[config.mk]
export PLATFORM = sky130hd
export DESIGN_NAME = control_sequencer
export DESIGN_NICKNAME = d
export VERILOG_FILES = /design/src/rtl/cpu_ctrl_pkg.sv /design/src/rtl/mem_wait_timer.sv /design/src/rtl/control_sequencer.sv
export SDC_FILE = /design/constraint.sdc
export NUM_CORES = 1
export LEC_CHECK = 0
export ABC_AREA = 0
export CORE_MARGIN = 8
export CORE_UTILIZATION = 35
export CTS_BUF_LIST = sky130_fd_sc_hd__clkbuf_16
export CTS_CLUSTER_DIAMETER = 40
export CTS_CLUSTER_SIZE = 12
export DETAILED_ROUTE_END_ITERATION = 8
export SETUP_SLACK_MARGIN = 0.2
export SYNTH_ARGS = -nofsm -noshare
export SYNTH_HDL_FRONTEND = slang
export SYNTH_HIERARCHICAL = 1
export SYNTH_SLANG_ARGS = --single-unit
[constraint.sdc]
create_clock -name clk -period 6.6 [get_ports clk]
set_input_delay 0.66 -clock clk [delete_from_list [all_inputs] [get_ports clk]]
set_output_delay 0.66 -clock clk [all_outputs]
set_load 0.01 [all_outputs]
[src/rtl/cpu_ctrl_pkg.sv]
// Shared types for the hardwired control sequencer: state encoding, opcode
// values, dataPath strobe bundle and the Moore strobe decode.
package cpu_ctrl_pkg;

    typedef enum logic [3:0] {
        S_IDLE, S_T0, S_T1, S_T1W, S_T2, S_T3, S_T4, S_T5, S_T6, S_T7,
        S_HALTED, S_FAULT
    } state_e;

    localparam int unsigned OPC_LD   = 0;
    localparam int unsigned OPC_LDI  = 1;
    localparam int unsigned OPC_ST   = 2;
    localparam int unsigned OPC_ADD  = 3;
    localparam int unsigned OPC_HALT = 31;

    typedef enum logic [2:0] {OP_LD, OP_LDI, OP_ST, OP_ADD, OP_HALT, OP_ILL} op_e;

    localparam logic [1:0] MDR_SRC_BUS = 2'b00;
    localparam logic [1:0] MDR_SRC_MEM = 2'b01;
    localparam logic [3:0] ALU_NOP     = 4'd0;
    localparam logic [3:0] ALU_OP_ADD  = 4'd2;

    typedef struct packed {
        logic       pc_out;
        logic       inc_pc;
        logic       pc_in;
        logic       mar_in;
        logic       mdr_in;
        logic       mdr_out;
        logic       ir_in;
        logic       y_in;
        logic       zlow_in;
        logic       zlow_out;
        logic       gra;
        logic       grb;
        logic       grc;
        logic       r_in;
        logic       r_out;
        logic       ba_out;
        logic       c_out;
        logic       read;
        logic       write;
        logic [1:0] mdr_read;
        logic       alu_add;
        logic       halted;
        logic       fault;
    } strobes_t;

    // Instructions whose address/operand comes from base register + constant.
    function automatic logic uses_ba(op_e op);
        return op inside {OP_LD, OP_LDI, OP_ST};
    endfunction

    function automatic strobes_t decode(state_e s, op_e op);
        strobes_t o;
        o = '0;
        case (s)
            S_T0: begin
                o.pc_out = 1'b1; o.mar_in = 1'b1; o.inc_pc = 1'b1; o.zlow_in = 1'b1;
            end
            S_T1: begin
                o.zlow_out = 1'b1; o.pc_in = 1'b1; o.read = 1'b1;
                o.mdr_read = MDR_SRC_MEM; o.mdr_in = 1'b1;
            end
            S_T1W: begin
                o.read = 1'b1; o.mdr_read = MDR_SRC_MEM; o.mdr_in = 1'b1;
            end
            S_T2: begin
                o.mdr_out = 1'b1; o.ir_in = 1'b1;
            end
            S_T3: begin
                if (uses_ba(op)) begin
                    o.grb = 1'b1; o.ba_out = 1'b1; o.y_in = 1'b1;
                end else if (op == OP_ADD) begin
                    o.grb = 1'b1; o.r_out = 1'b1; o.y_in = 1'b1;
                end
            end
            S_T4: begin
                if (uses_ba(op)) begin
                    o.c_out = 1'b1; o.alu_add = 1'b1; o.zlow_in = 1'b1;
                end else if (op == OP_ADD) begin
                    o.grc = 1'b1; o.r_out = 1'b1; o.alu_add = 1'b1; o.zlow_in = 1'b1;
                end
            end
            S_T5: begin
                o.zlow_out = 1'b1;
                if (op == OP_LDI || op == OP_ADD) begin
                    o.gra = 1'b1; o.r_in = 1'b1;
                end else begin
                    o.mar_in = 1'b1;
                end
            end
            S_T6: begin
                if (op == OP_LD) begin
                    o.read = 1'b1; o.mdr_read = MDR_SRC_MEM; o.mdr_in = 1'b1;
                end else if (op == OP_ST) begin
                    o.gra = 1'b1; o.ba_out = 1'b1; o.mdr_read = MDR_SRC_BUS; o.mdr_in = 1'b1;
                end
            end
            S_T7: begin
                if (op == OP_LD) begin
                    o.mdr_out = 1'b1; o.gra = 1'b1; o.r_in = 1'b1;
                end else if (op == OP_ST) begin
                    o.write = 1'b1;
                end
            end
            S_HALTED: o.halted = 1'b1;
            S_FAULT:  o.fault = 1'b1;
            default: ;
        endcase
        return o;
    endfunction

endpackage

[src/rtl/mem_wait_timer.sv]
// Counts consecutive cycles spent waiting on memory; flags the cycle on which
// the WAIT_MAX-th unanswered wait cycle occurs.
module mem_wait_timer #(
    parameter int unsigned WAIT_MAX = 16
) (
    input  logic clk,
    input  logic reset,
    input  logic clear,
    input  logic tick,
    output logic expired
);
    localparam int unsigned CW = $clog2(WAIT_MAX + 1);

    logic [CW-1:0] cnt_q;
    logic [CW-1:0] cnt_d;

    always_comb begin
        cnt_d = cnt_q;
        if (clear) begin
            cnt_d = '0;
        end else if (tick) begin
            cnt_d = cnt_q + CW'(1);
        end
    end

    // A completing cycle never ticks, so completion beats timeout.
    assign expired = tick && !clear && (cnt_q == CW'(WAIT_MAX - 1));

    always_ff @(posedge clk) begin
        if (reset) begin
            cnt_q <= '0;
        end else begin
            cnt_q <= cnt_d;
        end
    end

endmodule

[src/rtl/control_sequencer.sv]
// Hardwired fetch/execute sequencer for dataPath; strobes are registered from
// the decode of the next state so they equal a Moore decode of the state.
module control_sequencer
    import cpu_ctrl_pkg::*;
#(
    parameter int unsigned DATA_W   = 32,
    parameter int unsigned OPC_W    = 5,
    parameter int unsigned OPC_LSB  = 27,
    parameter int unsigned WAIT_MAX = 16,
    parameter int unsigned CNT_W    = 16,
    parameter logic [3:0]  ALU_ADD  = ALU_OP_ADD
) (
    input  logic              clk,
    input  logic              reset,
    input  logic              run,
    input  logic [DATA_W-1:0] ir,
    input  logic              mem_ready,
    output logic              PCout,
    output logic              IncPc,
    output logic              PCin,
    output logic              MARin,
    output logic              MDRin,
    output logic              MDRout,
    output logic              IRin,
    output logic              Yin,
    output logic              Zlowin,
    output logic              Zlowout,
    output logic              GRA,
    output logic              GRB,
    output logic              GRC,
    output logic              Rin,
    output logic              Rout,
    output logic              BAout,
    output logic              Cout,
    output logic              read,
    output logic              write,
    output logic [1:0]        mdr_read,
    output logic [3:0]        control,
    output logic              halted,
    output logic              fault,
    output logic [CNT_W-1:0]  instr_cnt
);

    function automatic op_e classify(logic [OPC_W-1:0] opc);
        if (opc == OPC_W'(OPC_LD))   return OP_LD;
        if (opc == OPC_W'(OPC_LDI))  return OP_LDI;
        if (opc == OPC_W'(OPC_ST))   return OP_ST;
        if (opc == OPC_W'(OPC_ADD))  return OP_ADD;
        if (opc == OPC_W'(OPC_HALT)) return OP_HALT;
        return OP_ILL;
    endfunction

    state_e           state_q, state_d;
    logic [OPC_W-1:0] opcode_q, opcode_d;
    logic [CNT_W-1:0] instr_cnt_q, instr_cnt_d;
    strobes_t         strobes_q, strobes_d;
    op_e              op_c;
    logic             in_wait_c;
    logic             expired_c;
    logic             retire_c;
    logic             unused_ir;

    assign op_c      = classify(opcode_q);
    assign unused_ir = ^ir;

    // Cycles that stall on mem_ready.
    always_comb begin
        in_wait_c = 1'b0;
        case (state_q)
            S_T1W:   in_wait_c = 1'b1;
            S_T6:    in_wait_c = (op_c == OP_LD);
            S_T7:    in_wait_c = (op_c == OP_ST);
            default: ;
        endcase
    end

    mem_wait_timer #(.WAIT_MAX(WAIT_MAX)) u_wait (
        .clk     (clk),
        .reset   (reset),
        .clear   (~in_wait_c),
        .tick    (in_wait_c & ~mem_ready),
        .expired (expired_c)
    );

    always_comb begin
        state_d     = state_q;
        opcode_d    = opcode_q;
        instr_cnt_d = instr_cnt_q;
        retire_c    = 1'b0;
        case (state_q)
            S_IDLE: if (run) state_d = S_T0;
            S_T0:   state_d = S_T1;
            S_T1:   state_d = mem_ready ? S_T2 : S_T1W;
            S_T1W: begin
                if (mem_ready)      state_d = S_T2;
                else if (expired_c) state_d = S_FAULT;
            end
            S_T2: begin
                state_d  = S_T3;
                opcode_d = ir[OPC_LSB +: OPC_W];
            end
            S_T3: begin
                case (op_c)
                    OP_HALT: state_d = S_HALTED;
                    OP_ILL:  state_d = S_FAULT;
                    default: state_d = S_T4;
                endcase
            end
            S_T4: state_d = S_T5;
            S_T5: begin
                if (op_c == OP_LDI || op_c == OP_ADD) retire_c = 1'b1;
                else                                  state_d  = S_T6;
            end
            S_T6: begin
                if (op_c != OP_LD || mem_ready) state_d = S_T7;
                else if (expired_c)             state_d = S_FAULT;
            end
            S_T7: begin
                if (op_c == OP_LD || mem_ready) retire_c = 1'b1;
                else if (expired_c)             state_d  = S_FAULT;
            end
            default: ;
        endcase
        if (retire_c) begin
            state_d     = S_T0;
            instr_cnt_d = instr_cnt_q + CNT_W'(1);
        end
        strobes_d = decode(state_d, classify(opcode_d));
    end

    always_ff @(posedge clk) begin
        if (reset) begin
            state_q     <= S_IDLE;
            opcode_q    <= '0;
            instr_cnt_q <= '0;
            strobes_q   <= '0;
        end else begin
            state_q     <= state_d;
            opcode_q    <= opcode_d;
            instr_cnt_q <= instr_cnt_d;
            strobes_q   <= strobes_d;
        end
    end

    assign PCout     = strobes_q.pc_out;
    assign IncPc     = strobes_q.inc_pc;
    assign PCin      = strobes_q.pc_in;
    assign MARin     = strobes_q.mar_in;
    assign MDRin     = strobes_q.mdr_in;
    assign MDRout    = strobes_q.mdr_out;
    assign IRin      = strobes_q.ir_in;
    assign Yin       = strobes_q.y_in;
    assign Zlowin    = strobes_q.zlow_in;
    assign Zlowout   = strobes_q.zlow_out;
    assign GRA       = strobes_q.gra;
    assign GRB       = strobes_q.grb;
    assign GRC       = strobes_q.grc;
    assign Rin       = strobes_q.r_in;
    assign Rout      = strobes_q.r_out;
    assign BAout     = strobes_q.ba_out;
    assign Cout      = strobes_q.c_out;
    assign read      = strobes_q.read;
    assign write     = strobes_q.write;
    assign mdr_read  = strobes_q.mdr_read;
    assign control   = strobes_q.alu_add ? ALU_ADD : ALU_NOP;
    assign halted    = strobes_q.halted;
    assign fault     = strobes_q.fault;
    assign instr_cnt = instr_cnt_q;

endmodule

* Word level (Yosys, flattened, before mapping)
Cells that the tools add are included.
** Cells by class
- Add/sub/neg operators :: 2
- Multipliers :: 0
- Divide/modulo/power cells :: 0
- Order comparisons :: 0
- Eq/ne operators :: 37
- Shift operators :: 0
- Muxes and demuxes :: 92
- Bitwise operators :: 7
- Reduce and logical (&&, ||, !) cells :: 21
** Operators with widths (number)
- 2-to-1 mux 3 bit :: 21
- 2-to-1 mux 1 bit :: 48
- one-hot mux 4 bit (10 select lines) :: 1
- == test 4 x 3 -> 1 bit, second input constant :: 8
- 2-to-1 mux 4 bit :: 7
- == test 4 bit, second input constant :: 6
- == test 5 x 2 -> 1 bit, second input constant :: 4
- one-hot mux 1 bit (2 select lines) :: 9
- adder 16 x 1 -> 16 bit, second input constant :: 1
- == test 4 x 2 -> 1 bit, second input constant :: 4
- OR reduction 2 bit :: 8
- == test 3 x 2 -> 1 bit, second input constant :: 4
- == test 5 x 1 -> 1 bit, second input constant :: 2
- == test 5 bit, second input constant :: 2
- logical NOT 5 bit :: 2
- == test 4 x 1 -> 1 bit, second input constant :: 2
- one-hot mux 4 bit (2 select lines) :: 1
- == test 3 x 1 -> 1 bit, second input constant :: 2
- == test 3 bit, second input constant :: 2
- logical NOT 3 bit :: 2
- NOT 1 bit :: 6
- one-hot mux 1 bit (3 select lines) :: 2
- nonzero test 3 bit :: 2
- adder 5 x 1 -> 5 bit, second input constant :: 1
- other kinds (7) :: 12
** Storage, ports and cells
- Bits in registers :: 53
- Bits in latches :: 0
- Memory bits (writable) :: 0
- Memory bits (read-only) :: 0
- Input port bits :: 36
- Output and inout bits :: 43
- Logic and storage cells :: 185
- Memories kept :: 0

* Longest topological paths before layout
- Word-level depth :: 30
- Depth in mapped cells :: 13
- Gate-level depth less buffers :: 11

* Hierarchy
The synthesis kept the hierarchy.
** Modules (own cells, without submodules)
- control_sequencer :: times used 1, cells each 251, area an instance 2172.1 um^2, seq. area each 900.9 um^2
- mem_wait_timer :: times used 1, cells each 25, area an instance 275.3 um^2, seq. area each 100.1 um^2

* Worst setup path after synthesis
Ideal clock, no wire load.
- Kind :: flip-flop to flip-flop
- From :: reg opcode_q[3]
- To :: reg strobes_q (netlist bit BAout)
- Setup time :: 59 ps
- Arrival time :: 3028 ps
- Required time :: 6541 ps
- Path slack :: 3513 ps
- Cell stages (with the launch flop) :: 14
- Path buffers :: 2
- Clock period less this slack :: 3087 ps
- Cells stage by stage :: dfxtp_1 or3_1 buf_6 nor2_1 nand3_1 a21o_1 nor2_1 buf_6 and3b_1 nor4b_1 a211oi_1 or3_1 or4_1 nand2_1
** Between the ends
- Longest elaborated chain between the ends :: 22
- Elaborated cells on any way between the ends :: 94
- Classes of those cells :: eq/ne: 17; mux: 65; bitwise: 1; reduce/logical: 11
** Ends and longest elaborated chain
- from (decl) :: line control_sequencer.sv:54 : logic [OPC_W-1:0] opcode_q, opcode_d;
- from (signal assigned) :: line control_sequencer.sv:139 : opcode_q <= opcode_d;
- == test 5 bit :: line control_sequencer.sv:49 : if (opc == OPC_W'(OPC_HALT)) return OP_HALT;
- 2-to-1 mux 1 bit (2 in series) :: line control_sequencer.sv:49
- 2-to-1 mux 1 bit :: line control_sequencer.sv:48 : if (opc == OPC_W'(OPC_ADD)) return OP_ADD;
- 2-to-1 mux 1 bit :: line control_sequencer.sv:47 : if (opc == OPC_W'(OPC_ST)) return OP_ST;
- 2-to-1 mux 1 bit :: line control_sequencer.sv:46 : if (opc == OPC_W'(OPC_LDI)) return OP_LDI;
- 2-to-1 mux 3 bit :: line control_sequencer.sv:50 : return OP_ILL;
- 2-to-1 mux 3 bit :: line control_sequencer.sv:49
- 2-to-1 mux 3 bit :: line control_sequencer.sv:48
- [... 5 more ...]
- logical AND 1 bit (*) (2 in series) :: line mem_wait_timer.sv:27 : assign expired = tick && !clear && (cnt_q == CW'(WAIT_MAX - 1));
- via expired_c :: line control_sequencer.sv:59 : logic expired_c;
- 2-to-1 mux 4 bit (*) :: line control_sequencer.sv:96, control_sequencer.sv:116, control_sequencer.sv:120
- 2-to-1 mux 4 bit, on equally long branches :: line control_sequencer.sv:119, control_sequencer.sv:95, control_sequencer.sv:115
- one-hot mux 4 bit (10 select lines) (*) :: line control_sequencer.sv:90 : case (state_q)
- 2-to-1 mux 4 bit (*) :: line control_sequencer.sv:124 : if (retire_c) begin
- == test 4 bit / == test 4 x 3 -> 1 bit (equally long branches) :: line cpu_ctrl_pkg.sv:57 : case (s)
- one-hot mux 1 bit (2 select lines) (*) :: line cpu_ctrl_pkg.sv:57
- to (signal assigned) :: line control_sequencer.sv:141 : strobes_q <= strobes_d;
- to (decl) :: line control_sequencer.sv:56 : strobes_t strobes_q, strobes_d;
Mark *: on every way through the listed nets, which the timed path passes. The rest lies on a longest branch. The select of a mux whose other input is x is not followed.
A chain may end at the register's enable or synchronous reset.

* Worst setup path in the final report
Same ends and word-level chain as after synthesis.

==> results_dict.tcl <==
set metrics [dict create \
    status "finished, final reports clean" \
    area_delta_synth_final_pct 24.49 \
    critPathTopFamily "simple AND/OR/NAND/NOR gates" \
    yosysSeqAreaShare 0.4090 \
    slowest_stage "nor2_1" \
    syn_area_per_cell_um2 8.867 \
    vias_per_cell 4.893 \
    die_area_um2 9924 \
    fin_util 0.4484 \
    rsz0062_at_grt "no" \
    synth_cell_types 62 \
    n_fill_cell 687 \
    ios 79 \
    critPathRequiredTime_ps 6830 \
    drive_gt1_frac 0.07006 \
    grt_pass1_wl_mm 9.087 \
    synth_ff_type "dfxtp_1" \
    maxCapViolCount 0 \
    synth_cells 276 \
    cts_setup_buffers 0 \
    crit_type "reg -> reg" \
    routedWlPerCell_um 13.04 \
    synth_fa_ha_area_frac 0.01534 \
    gp_congestion 0.8019 \
    cts_buffers 5 \
    synth_top_area_cell "dfxtp_1" \
    antenna_found_initial 0 \
    num_rows 30 \
    gr-total-overflow 0 \
    synth-simple-area-share 0.2791 \
    routed_wl_mm 5.345 \
    hold_buffers 0 \
    layout_commonest_cell "dfxtp_1" \
    synth.top_cell.area_share 0.4090 \
    timing.fmax_mhz 262.5 \
    setup_viol 0 \
    hpwl_mm 3.931 \
    power.leakage_nw 1.127 \
    mostFrequentLayoutCells "50 x dfxtp_1, 47 x clkdlybuf4s50_1, 39 x nor2_1" \
    arrival_ps 4040 \
    drc_errors 0 \
    antenna_left 0 \
    worst-path-buf-inv 0 \
    setup_tns_ps 0 \
    fin_nets 352 \
    slew_headroom 0.1705 \
    synth_xor_area_frac 0.06442 \
    finalCritPeriodShare 0.5772 \
    grt_max_degree 29 \
    max_stage_delay_ps 530 \
    synth_seq_cells 50 \
    drtIter0Drc 156 \
    clock_latency_ps 280 \
    cts_buffer_depth 2 \
    cp-start-kind "flip-flop" \
    track_usage 0.1099 \
    root_buffer "clkbuf_16" \
    synthTopCellsByArea "dfxtp_1 41%, nor2_1 6.0%, xor2_1 4.3%" \
    die_x_um 99.62 \
    syn_area_um2 2447 \
    cts_resized 0 \
    synth-compound-area-share 0.1242 \
    htree_levels 2 \
    ff_latch_area_um2 1001 \
    cts_tree "done" \
    crit_fanout 8 \
    grt_pass1_vias 1913 \
    worst_pin_slew_ps 1235 \
    design.core.area_um2 6794 \
    initial_core_util 0.3602 \
    firstDrtPassIters 4 \
    async_flop_share 0 \
    p_per_area_nw_per_um2 210.0 \
    io_buffer_count 47 \
    vias 2006 \
    die_y_um 99.62 \
    finalHoldViolations 0 \
    clock_skew_ps 4.334 \
    clkSinkCount 50 \
    final-max-slew-violation-count 0 \
    synth.area.mux_share 0.03067 \
    worstSetupEndpointType "flip-flop" \
    min_period_ps 3809 \
    clkTransAtPathRegs_ps 60 \
    crit_chain "or3_1 > nor2_1 > nand3_1 > a21o_1 > nor2_1 > and3b_1 > nor4b_1 > a211oi_1 > or3_1 > or4_1 > nand2_1" \
    multi_input_area_um2 1272 \
    yosysWarnings 6 \
    antenna_cells 0 \
    synth_edf_count 0 \
    synth_top_family_by_area "simple AND/OR/NAND/NOR gates" \
    ir_drop_mv 0.08299 \
    hold_class "reg -> reg" \
]
-- metrics by stage --
stage	instance area, um^2	worst slack [ps]	power, mW	hold WS, ps	std cells
after floorplan	2459	3513	0.3818	481.2	279
after global placement	2905	2777	0.4017	496.2	402
after detailed placement	2905	2809	0.4022	504.4	402
after CTS	3047	2816	0.6489	512.8	410
after global routing	3047	2589	0.6756	530.3	410
final	3047	2791	0.6399	512.6	410
-- where the power goes --
part	internal (mW)	switching, mW	leakage, nW	total (mW)
sequential	0.310	0.00927	0.404	0.319
clock	0.138	0.106	0.0672	0.244
combinational	0.0346	0.0422	0.656	0.0768
total	0.483	0.157	1.13	0.640
-- kinds of logic (layout without fill, tap and decap cells) --
family          Yosys count  in the layout
buf+inv                  29             64
other cells               1              4
mux                       7              7
flops                    50             50
xor+xnor                 18             18
simple gates            124            124
compound gates           44             44
fa+ha+maj                 3              3
-- worst paths after layout --
kind              slack [ps]             from         endpoint  cells after the start
hold / removal           510  u_wait/cnt_q[4]  u_wait/cnt_q[4]                      2
setup / recovery        2790      opcode_q[3]            BAout                     11
setup reg to reg        2790      opcode_q[3]            BAout                     11
hold reg to reg          510  u_wait/cnt_q[4]  u_wait/cnt_q[4]                      2
-- layout make-up --
type	count	share of cell area
clock inverter	3	0.005339
timing repair buffer	49	0.1593
clock buffer	5	0.04107
multi-input combinational	200	0.4177
tap	96	0.03943
inverter	7	0.008624
sequential	50	0.3285
-- layer usage --
metal	wire, um	part of all wire	up-vias	global-route usage
met5	0	0	-	0
met4	16	0.0030	0	0.01746
met3	356	0.067	2	0.04749
met2	2452	0.46	55	0.1792
met1	2519	0.47	924	0.1324
li1	-	-	1025	-
-- state kept, by name (all words and copies together) (netlist names), 4 cells and up --
register	count
state_q	4
u_wait/cnt_q	5
opcode_q	5
instr_cnt	16
-- synthesized netlist by cell type, types with 2 or more instances --
| cell type | count |
|---|---|
| a211oi_1 | 3 |
| a211oi_2 | 2 |
| a21o_1 | 2 |
| a21oi_1 | 7 |
| a31oi_1 | 2 |
| and2_1 | 3 |
| and3_1 | 8 |
| and3b_1 | 2 |
| buf_2 | 4 |
| buf_4 | 9 |
| buf_6 | 5 |
| clkbuf_1 | 3 |
| dfxtp_1 | 50 |
| ha_1 | 3 |
| inv_1 | 6 |
| mux2i_1 | 6 |
| nand2_1 | 19 |
| nand2b_1 | 2 |
| nand3_1 | 7 |
| nand3b_1 | 3 |
| nand4_1 | 7 |
| nor2_1 | 39 |
| nor2b_1 | 4 |
| nor3_1 | 7 |
| nor3b_1 | 3 |
| o21ai_0 | 11 |
| o21bai_1 | 2 |
| o22ai_1 | 2 |
| o31ai_1 | 2 |
| o32ai_1 | 2 |
| or3_1 | 4 |
| xnor2_1 | 6 |
| xor2_1 | 12 |
-- worst min-delay path: stages (launching register included) --
cell	delay [ps]
dfxtp_1	310
nor2_1	110
a211oi_2	40
Power figures use the tool's default switching activity.
